### src/rtl/pc_gen_unit_pkg.sv
// Shared encodings, FSM states and defaults for the PC generator.
// Optional feature macro: PC_ALIGN_CHK_EN.
package pc_gen_unit_pkg;

  localparam logic [2:0] PCSRC_SEQ  = 3'b000;
  localparam logic [2:0] PCSRC_BR   = 3'b001;
  localparam logic [2:0] PCSRC_JAL  = 3'b110;
  localparam logic [2:0] PCSRC_JALR = 3'b100;

  localparam int DEF_PC_W   = 12;
  localparam int DEF_PC_INC = 4;

  typedef enum logic [1:0] {
    BOOT,
    RUN,
    HOLD
  } state_t;

endpackage

### src/rtl/pc_gen_unit_if.sv
// Target/select inputs and fetch handshake of the PC generator.
// Optional feature macro: PC_ALIGN_CHK_EN.
interface pc_gen_unit_if
  import pc_gen_unit_pkg::*;
#(
  parameter int PC_W = DEF_PC_W
);
  logic [31:0]     target_branch;
  logic [31:0]     target_jal;
  logic [31:0]     target_jalr;
  logic [2:0]      pc_src;
  logic            stall;
  logic            fetch_ready;
  logic [PC_W-1:0] pc;
  logic            fetch_valid;
  logic            redirect_pulse;
  logic            misalign;

  modport master (
    output target_branch, target_jal, target_jalr,
    output pc_src, stall, fetch_ready,
    input  pc, fetch_valid, redirect_pulse, misalign
  );

  modport slave (
    input  target_branch, target_jal, target_jalr,
    input  pc_src, stall, fetch_ready,
    output pc, fetch_valid, redirect_pulse, misalign
  );

endinterface

### src/rtl/pc_gen_unit_target_sel.sv
// Combinational next-PC target select (successor of the old next-PC mux).
// Optional feature macro: PC_ALIGN_CHK_EN.
module pc_target_sel
  import pc_gen_unit_pkg::*;
#(
  parameter int PC_W   = DEF_PC_W,
  parameter int PC_INC = DEF_PC_INC
) (
  input  logic [PC_W-1:0] pc,
  input  logic [2:0]      pc_src,
  input  logic [31:0]     target_branch,
  input  logic [31:0]     target_jal,
  input  logic [31:0]     target_jalr,
  output logic [PC_W-1:0] tgt,
  output logic            redir
);

  localparam logic [PC_W-1:0] INC = PC_W'(PC_INC);

  logic            is_br;
  logic            is_jal;
  logic            is_jalr;
  logic [PC_W-1:0] raw;
  logic            unused_bits;

  assign unused_bits = ^{target_branch, target_jal, target_jalr};

  always_comb begin
    is_br   = (pc_src == PCSRC_BR);
    is_jal  = (pc_src == PCSRC_JAL);
    is_jalr = (pc_src == PCSRC_JALR);
    raw     = pc + INC;
    redir   = 1'b0;
    unique case (1'b1)
      is_br: begin
        raw   = target_branch[PC_W-1:0];
        redir = 1'b1;
      end
      is_jal: begin
        raw   = target_jal[PC_W-1:0];
        redir = 1'b1;
      end
      is_jalr: begin
        raw   = {target_jalr[PC_W-1:1], 1'b0};
        redir = 1'b1;
      end
      default: ;
    endcase
`ifdef PC_ALIGN_CHK_EN
    tgt = raw;
`else
    // silently realign redirect targets when nothing checks them
    tgt = redir ? {raw[PC_W-1:2], 2'b00} : raw;
`endif
  end

endmodule

### src/rtl/pc_gen_unit.sv
// Registered PC generator: FSM, pending redirect latch, fetch handshake.
// Optional feature macro: PC_ALIGN_CHK_EN (sticky misaligned-target trap).
module pc_gen_unit
  import pc_gen_unit_pkg::*;
#(
  parameter int          PC_W     = DEF_PC_W,
  parameter logic [31:0] RESET_PC = 32'h0,
  parameter int          PC_INC   = DEF_PC_INC
) (
  input  logic          CLK,
  input  logic          RSTn,
  pc_gen_unit_if.slave  bus
);

  localparam logic [PC_W-1:0] RST_PC = RESET_PC[PC_W-1:0];

  state_t          state_q, state_d;
  logic [PC_W-1:0] pc_q, pc_d;
  logic [PC_W-1:0] pend_q, pend_d;
  logic [PC_W-1:0] sel_tgt, ld_tgt;
  logic            pend_v_q, pend_v_d;
  logic            pulse_q, pulse_d;
  logic            mis_q, mis_d;
  logic            sel_redir, ld_redir, ld_bad;
  logic            fetch_valid, advance;

  pc_target_sel #(
    .PC_W   (PC_W),
    .PC_INC (PC_INC)
  ) u_sel (
    .pc            (pc_q),
    .pc_src        (bus.pc_src),
    .target_branch (bus.target_branch),
    .target_jal    (bus.target_jal),
    .target_jalr   (bus.target_jalr),
    .tgt           (sel_tgt),
    .redir         (sel_redir)
  );

  assign fetch_valid = (state_q != BOOT) & ~mis_q;
  assign advance = fetch_valid & bus.fetch_ready & ~bus.stall;

  always_comb begin
    state_d  = state_q;
    pc_d     = pc_q;
    pend_d   = pend_q;
    pend_v_d = pend_v_q;
    pulse_d  = 1'b0;
    mis_d    = mis_q;
    ld_tgt   = sel_tgt;
    ld_redir = sel_redir;
    // a live redirect beats the latched one on release
    if (state_q == HOLD && !sel_redir && pend_v_q) begin
      ld_tgt   = pend_q;
      ld_redir = 1'b1;
    end
`ifdef PC_ALIGN_CHK_EN
    ld_bad = ld_redir & (ld_tgt[1:0] != 2'b00);
`else
    ld_bad = 1'b0;
`endif
    unique case (state_q)
      BOOT: state_d = RUN;
      RUN, HOLD: begin
        if (advance) begin
          state_d  = RUN;
          pend_v_d = 1'b0;
          if (ld_bad) begin
            mis_d = 1'b1;
          end else begin
            pc_d    = ld_tgt;
            pulse_d = ld_redir;
          end
        end else begin
          state_d = HOLD;
          if (sel_redir) begin
            pend_d   = sel_tgt;
            pend_v_d = 1'b1;
          end
        end
      end
      default: state_d = BOOT;
    endcase
  end

  always_ff @(posedge CLK or negedge RSTn) begin
    if (!RSTn) begin
      state_q  <= BOOT;
      pc_q     <= RST_PC;
      pend_q   <= '0;
      pend_v_q <= 1'b0;
      pulse_q  <= 1'b0;
      mis_q    <= 1'b0;
    end else begin
      state_q  <= state_d;
      pc_q     <= pc_d;
      pend_q   <= pend_d;
      pend_v_q <= pend_v_d;
      pulse_q  <= pulse_d;
      mis_q    <= mis_d;
    end
  end

  assign bus.pc             = pc_q;
  assign bus.fetch_valid    = fetch_valid;
  assign bus.redirect_pulse = pulse_q;
  assign bus.misalign       = mis_q;

endmodule

### src/flat_wrapper.sv
// flat-port wrapper written by rule: the top's interface ports become plain ports
module pc_gen_unit_flat import pc_gen_unit_pkg::*;
#(
  parameter int          PC_W     = DEF_PC_W,
  parameter logic [31:0] RESET_PC = 32'h0,
  parameter int          PC_INC   = DEF_PC_INC
)
  (CLK, RSTn, bus_target_branch, bus_target_jal, bus_target_jalr, bus_pc_src, bus_stall, bus_fetch_ready, bus_pc, bus_fetch_valid, bus_redirect_pulse, bus_misalign);
  pc_gen_unit_if #(.PC_W(PC_W)) bus_i ();
  input  logic CLK;
  input  logic RSTn;
  input wire logic [$bits(bus_i.target_branch)-1:0] bus_target_branch;
  input wire logic [$bits(bus_i.target_jal)-1:0] bus_target_jal;
  input wire logic [$bits(bus_i.target_jalr)-1:0] bus_target_jalr;
  input wire logic [$bits(bus_i.pc_src)-1:0] bus_pc_src;
  input wire logic [$bits(bus_i.stall)-1:0] bus_stall;
  input wire logic [$bits(bus_i.fetch_ready)-1:0] bus_fetch_ready;
  output wire logic [$bits(bus_i.pc)-1:0] bus_pc;
  output wire logic [$bits(bus_i.fetch_valid)-1:0] bus_fetch_valid;
  output wire logic [$bits(bus_i.redirect_pulse)-1:0] bus_redirect_pulse;
  output wire logic [$bits(bus_i.misalign)-1:0] bus_misalign;
  assign bus_i.target_branch = bus_target_branch;
  assign bus_i.target_jal = bus_target_jal;
  assign bus_i.target_jalr = bus_target_jalr;
  assign bus_i.pc_src = bus_pc_src;
  assign bus_i.stall = bus_stall;
  assign bus_i.fetch_ready = bus_fetch_ready;
  assign bus_pc = bus_i.pc;
  assign bus_fetch_valid = bus_i.fetch_valid;
  assign bus_redirect_pulse = bus_i.redirect_pulse;
  assign bus_misalign = bus_i.misalign;
  pc_gen_unit #(.PC_W(PC_W), .RESET_PC(RESET_PC), .PC_INC(PC_INC)) u_core (.CLK(CLK), .RSTn(RSTn), .bus(bus_i));
endmodule
### config.mk
export PLATFORM = sky130hd
export DESIGN_NAME = pc_gen_unit_flat
export DESIGN_NICKNAME = d
export VERILOG_FILES = /design/src/rtl/pc_gen_unit_pkg.sv /design/src/rtl/pc_gen_unit_if.sv /design/src/rtl/pc_gen_unit_target_sel.sv /design/src/rtl/pc_gen_unit.sv /design/src/flat_wrapper.sv
export SDC_FILE = /design/constraint.sdc
export NUM_CORES = 1
export LEC_CHECK = 0
export CORE_MARGIN = 5
export CORE_UTILIZATION = 40
export CTS_BUF_LIST = sky130_fd_sc_hd__clkbuf_2
export CTS_CLUSTER_DIAMETER = 200
export CTS_CLUSTER_SIZE = 40
export DETAILED_ROUTE_END_ITERATION = 12
export GPL_TIMING_DRIVEN = 0
export PLACE_DENSITY = 0.84
export SYNTH_ARGS = -nofsm -noshare
export SYNTH_HDL_FRONTEND = slang
export SYNTH_SLANG_ARGS = --single-unit
### constraint.sdc
create_clock -name CLK -period 5.45 [get_ports CLK]
set_clock_uncertainty 0.1 [all_clocks]
set_input_delay 1.09 -clock CLK [delete_from_list [all_inputs] [get_ports CLK]]
set_output_delay 1.09 -clock CLK [all_outputs]
set_load 0.005 [all_outputs]
==> run summary, run 1 <==
Peak supply drop -> 0.199 mV
First-pass DRT Iterations -> 4
Crit share post-route -> 51.2%
Clk slew on worst S/H paths -> 0.26 ns
Dpl hpwl -> 3610 µm
Leakage -> 0.00102 µW
Final hold vios -> 0
CP arrival -> 1.60 ns
Syn_area_per_cell -> 9.25 µm²
Vias in the first global route -> 1637
Port Buffer Count -> 50
Area delta synth->final -> 34.1%
Most used DFF post-synth -> dfrtp_1
RSZ-0062 raised after global routing -> false
Minimum clock period -> 2.79 ns
YS warnings -> 0
CTS H-tree lvls -> 1
HP Class -> reg -> reg
Routed wire length -> 4770 µm
Max_cap viols -> 0
EDFF count, synth -> 0
Hold_ws -> 0.425 ns
#FFs+latches synth -> 28
Gp weighted congestion -> 0.869
Outcome -> finished, final reports clean
Vert. Die Dim -> 76.6 µm
TritonCTS clock tree -> yes
Row count -> 24
Grt total ovfl -> 0
# DRC -> 0
Fraction of registers with async set/reset -> 100%
Relative slew slack -> 56.6%
Clk Latency, worst-skew pair -> 0.37 ns
CTS sink count -> 28
Total CTS buffers -> 3
Post-CTS setup buffer count -> 0
Power Density -> 391 nW/µm²
First-pass GRT wire length -> 7920 µm
Final #Nets -> 354
Max FO, Critical Path -> 3
First DRT Iteration DRCs -> 192
Slew Viols, Final -> 0
Total negative slack -> 0 ns
Unique masters post-synth -> 47
Post-DR wirelength/cell -> 16.0 µm
Seq/Total Area, Yosys -> 39.4%
Vias per cell -> 5.52
CTS resizes -> 0
Syn nets -> 299
CP required -> 4.26 ns
Crit Path Category -> reg -> out
Via Count -> 1645
IO Count -> 118
Peak Freq -> 358 MHz
Mapped Cells -> 192
Antenna violations before repair -> 0
Core Area -> 4320 µm²
Crit end category -> primary output
Die area -> 5870 µm²
Largest net degree at the start of global routing -> 29
Share of cells above drive strength 1 -> 12.6%
CTS max path bufs -> 2
Syn Std Cell Area -> 1780 µm²
Hold_buf cts -> 0
ANT nets after route -> 0
Starting Density -> 41.1%
Final setup vio count -> 0
Startpoint Class -> flop
Root Buffer -> clkbuf_2
Chip width -> 76.6 µm
Total Routing Usage GR -> 16.3%
Slew @ Worst Pin -> 0.647 ns
Antenna cells -> 0
## cell type report
class | instances | area, µm²
plain buffers | 10 | 66.3
clock buffers | 3 | 15.0
clock inverters | 1 | 30.0
fillers | 398 | 1940
inverters | 7 | 26.3
multi-input cells | 147 | 983
flip-flops and latches | 28 | 701
well taps | 52 | 65.1
repair buffers | 50 | 495
## per-layer routing
| metal | GRT usage (%) | vias up | routed length (µm) |
|---|---|---|---|
| met5 | 0 | - | 0 |
| met4 | 3.15 | 0 | 60 |
| met3 | 3.66 | 8 | 279 |
| met2 | 28.0 | 55 | 2380 |
| met1 | 21.0 | 783 | 2040 |
| li1 | - | 799 | - |
## sequential cells by signal, summed over array words and instances, names as in the netlist
name / flops
u_core.pend_q: 12
u_core.pend_v_q: 1
u_core.bus.pc: 12
u_core.state_q: 2
u_core.bus.redirect_pulse: 1
## cell usage in the layout (no fill, tap or decap), drive strengths merged, types with 3 or more instances in the layout
cell type and n:
nor3b 3, nand2b 3, nor3 4, dfrtp 28, ha 4, mux2i 9
mux2 6, o211ai 5, buf 10, o21ai 21, nand4 3, xnor2 3
or3 4, and2 3, nor2 13, clkdlybuf4s50 49, a21oi 11, inv 7
nand3 5, nand2 24, clkbuf 4, a31oi 5
## cell families (layout without fill, tap and decap cells)
logic type / Yosys count / count (layout) / synth area share, %
compound gates: 56 / 56 / 21.0
xor+xnor: 5 / 5 / 2.47
fa+ha+maj: 4 / 4 / 2.82
buf+inv: 17 / 71 / 5.21
flops: 28 / 28 / 39.4
mux: 15 / 15 / 8.87
other cells: 1 / 1 / 0.211
simple gates: 66 / 66 / 20.0
## worst max-delay path, cell delays in order (launching register included)
cell	delay, ns
dfrtp_1	0.44
inv_1	0.05
ha_1	0.18
inv_1	0.07
clkdlybuf4s50_1	0.49
## cells in the mapped netlist, types with 2 or more instances
cell       n  area, µm²
dfrtp_1   28        701
nand2_1   23       86.3
nor2_1    13       48.8
a21oi_1   11       55.1
o21ai_1   11       55.1
mux2i_1    9       90.1
o21ai_0    9       45.0
inv_1      7       26.3
mux2_2     6       67.6
a31oi_1    5       31.3
buf_2      5       25.0
nand3_1    5       25.0
ha_1       4       50.1
o211ai_1   4       30.0
and2_1     3       18.8
nand2b_1   3       18.8
nand4_1    3       18.8
nor3_1     3       15.0
xnor2_1    3       26.3
a211oi_1   2       15.0
a22oi_1    2       15.0
a32o_1     2       20.0
buf_4      2       15.0
buf_6      2       22.5
nor3b_1    2       15.0
or3_1      2       12.5
or3_4      2       22.5
xor2_1     2       17.5
## path summary, 6_finish.rpt
path,start,end,slack (ns),cells after the start
setup / recovery,u_core.state_q[1],bus_fetch_valid,2.66,4
hold / removal,u_core.pend_q[7],u_core.pend_q[7],0.43,2
setup reg to reg,u_core.bus.pc[2],u_core.bus.pc[8],3.41,6
hold reg to reg,u_core.pend_q[7],u_core.pend_q[7],0.43,2
max in group asynchronous,RSTn,u_core.bus.pc[3],4.27,1
min in group asynchronous,RSTn,u_core.bus.pc[7],0.57,1
## metrics by stage
step                power (µW)  cells  util [%]  setup slack [ns]  area, µm²
floorplan                  617    192         -              3.15       1780
global placement           790    294      54.2              2.34       2340
detailed placement         806    294      54.2              2.32       2340
CTS                        933    298      55.2              2.64       2390
global route              1000    298      55.1              2.53       2380
finish                     932    298      55.1              2.66       2380
## report_power, final
part	switching (µW)	internal, µW
sequential	77.6	283
clock	60.8	63.1
combinational	223	225
total	361	571
Note: power is estimated with default switching activity, not from simulation.
==> run 2, diff against run 1 <==
--- a/config.mk
+++ b/config.mk
@@ -6,13 +6,13 @@
 export NUM_CORES = 1
 export LEC_CHECK = 0
 export CORE_MARGIN = 5
-export CORE_UTILIZATION = 40
+export CORE_UTILIZATION = 37
 export CTS_BUF_LIST = sky130_fd_sc_hd__clkbuf_2
 export CTS_CLUSTER_DIAMETER = 200
 export CTS_CLUSTER_SIZE = 40
 export DETAILED_ROUTE_END_ITERATION = 12
 export GPL_TIMING_DRIVEN = 0
-export PLACE_DENSITY = 0.84
+export PLACE_DENSITY = 0.79
 export SYNTH_ARGS = -nofsm -noshare
 export SYNTH_HDL_FRONTEND = slang
 export SYNTH_SLANG_ARGS = --single-unit
==> constraint.sdc (replaced) <==
create_clock -name CLK -period 2.85 [get_ports CLK]
set_clock_uncertainty 0.1 [all_clocks]
set_input_delay 0.57 -clock CLK [delete_from_list [all_inputs] [get_ports CLK]]
set_output_delay 0.57 -clock CLK [all_outputs]
set_load 0.005 [all_outputs]
==> run 2 against run 1 <==
  * Critical endpoint unchanged
  * Sequential power is 91% higher
  * Die area grew 7.0%
  * Total power increased by 83%
  * Cell area decreased by 1.0%
  * Largest cell class unchanged
  * Setup slack lost 2.1 ns
  * Count of clock-buffer cells in the layout unchanged
  * Core utilization shrank 4.8 points
  * Clock power increased by 26%
==> run summary, run 2 (synthesis results as in run 1) <==
Clk Latency, worst-skew pair -> 0.38 ns
Fill cells -> 454
First-pass GRT wire length -> 8140 µm
Port Buffer Count -> 50
ANT nets after route -> 0
Die area -> 6290 µm²
CTS H-tree lvls -> 1
Vert. Die Dim -> 79.3 µm
R2R Path End -> u_core.bus.pc[8]
Gp weighted congestion -> 0.833
Reg-to-Reg Start -> u_core.state_q[0]
Cell chain of the critical path -> inv_1 -> ha_1 -> inv_1 -> clkdlybuf4s50_1
Grt total ovfl -> 0
Area delta synth->final -> 32.7%
Most frequent cells in the layout -> clkdlybuf4s50_1, dfrtp_1, nand2_1, nor2_1
CTS max path bufs -> 2
Chip width -> 79.3 µm
Power Density -> 722 nW/µm²
Final hold vios -> 0
CP arrival -> 1.64 ns
Leakage -> 0.00100 µW
Share of cells above drive strength 1 -> 12.2%
Slowest-stage cell, CP -> clkdlybuf4s50_1
Final #Nets -> 354
Slew Viols, Final -> 0
IO Count -> 118
Peak Freq -> 432 MHz
FF-to-FF setup slack -> 0.84 ns
Total negative slack -> 0 ns
Root Buffer -> clkbuf_2
CP required -> 2.18 ns
# DRC -> 0
Core Area -> 4690 µm²
Hold_buf cts -> 0
Overall Power -> 1700 µW
Vias in the first global route -> 1702
Relative slew slack -> 59.3%
Largest stage delay, worst path -> 0.50 ns
Commonest non-fill, non-tap cell in the layout -> clkdlybuf4s50_1
Crit end category -> primary output
Post-CTS setup buffer count -> 0
Clk slew on worst S/H paths -> 0.27 ns
Max FO, Critical Path -> 2
Peak supply drop -> 0.233 mV
Routed wire length -> 4950 µm
Antenna violations before repair -> 0
Total Routing Usage GR -> 16.4%
Core Util, Final -> 50.3%
Max_cap viols -> 0
Vias per cell -> 5.69
Row count -> 25
Antenna cells -> 0
TritonCTS clock tree -> yes
Crit Path Category -> reg -> out
First DRT Iteration DRCs -> 143
Dpl hpwl -> 3760 µm
Startpoint Class -> flop
HP Class -> in -> async
Via Count -> 1708
RSZ-0062 raised after global routing -> false
First-pass DRT Iterations -> 4
Crit share post-route -> 81.2%
Slew @ Worst Pin -> 0.610 ns
Post-DR wirelength/cell -> 16.5 µm
Starting Density -> 37.9%
Most Frequent Cell on Critical Path -> inv_1
Total CTS buffers -> 3
Final setup vio count -> 0
Worst reg2reg path depth -> 7
Minimum clock period -> 2.31 ns
Outcome -> finished, final reports clean
Largest net degree at the start of global routing -> 29
CTS sink count -> 28
CTS resizes -> 0
## run 2: report_power, final
| group | switching, µW | leakage [µW] | internal (µW) | total, µW |
|---|---|---|---|---|
| clock | 126 | 0.0000140 | 30.4 | 156 |
| sequential | 149 | 0.000353 | 540 | 689 |
| combinational | 427 | 0.000635 | 431 | 858 |
## run 2: worst max path at each step
stage / start / endpoint / slack, ns / cells past startpoint
2_1_floorplan: bus_pc_src[0] / u_core.bus.pc[9] / 1.07 / 5
3_3_place_gp: bus_pc_src[1] / u_core.bus.pc[10] / 0.20 / 6
3_5_place_dp: bus_pc_src[1] / u_core.bus.pc[10] / 0.19 / 6
4_1_cts: u_core.state_q[1] / bus_fetch_valid / 0.52 / 4
5_1_grt: u_core.state_q[0] / bus_fetch_valid / 0.41 / 4
6_report: u_core.state_q[0] / bus_fetch_valid / 0.54 / 4
## run 2: stage by stage
| stage | hold WS, ns | setup slack, ns | cells | area, µm² |
|---|---|---|---|---|
| 4_1_cts | 0.428 | 0.519 | 300 | 2360 |
| 3_5_place_dp | 0.371 | 0.192 | 296 | 2340 |
| 2_1_floorplan | 0.174 | 1.07 | 192 | 1780 |
| 5_1_grt | 0.0744 | 0.415 | 300 | 2360 |
| 6_report | 0.0393 | 0.535 | 300 | 2360 |
| 3_3_place_gp | 0.363 | 0.203 | 296 | 2340 |
## run 2: metal layers
metal | vias to the layer above | GRT usage (%) | wire length (µm)
li1 | 799 | - | -
met1 | 820 | 20.6 | 2020
met2 | 84 | 29.3 | 2510
met3 | 5 | 2.15 | 375
met4 | 0 | 4.47 | 39
met5 | - | 0 | 0
## run 2: worst max-delay path: cells and delay by family (launching register included)
family	cells	cell delay [ns]
adder cells (fa/ha/maj)	1	0.21
flip-flops	1	0.41
buffers and inverters	3	0.64
## run 2: layout make-up
class | count | area [µm²] | area share [%]
Buffer | 10 | 66.3 | 2.81
Clock buffer | 3 | 15.0 | 0.637
Clock inverter | 1 | 3.75 | 0.159
Inverter | 7 | 26.3 | 1.11
Multi-Input combinational cell | 147 | 983 | 41.7
Sequential cell | 28 | 701 | 29.7
Tap cell | 54 | 67.6 | 2.86
Timing Repair Buffer | 50 | 495 | 21.0
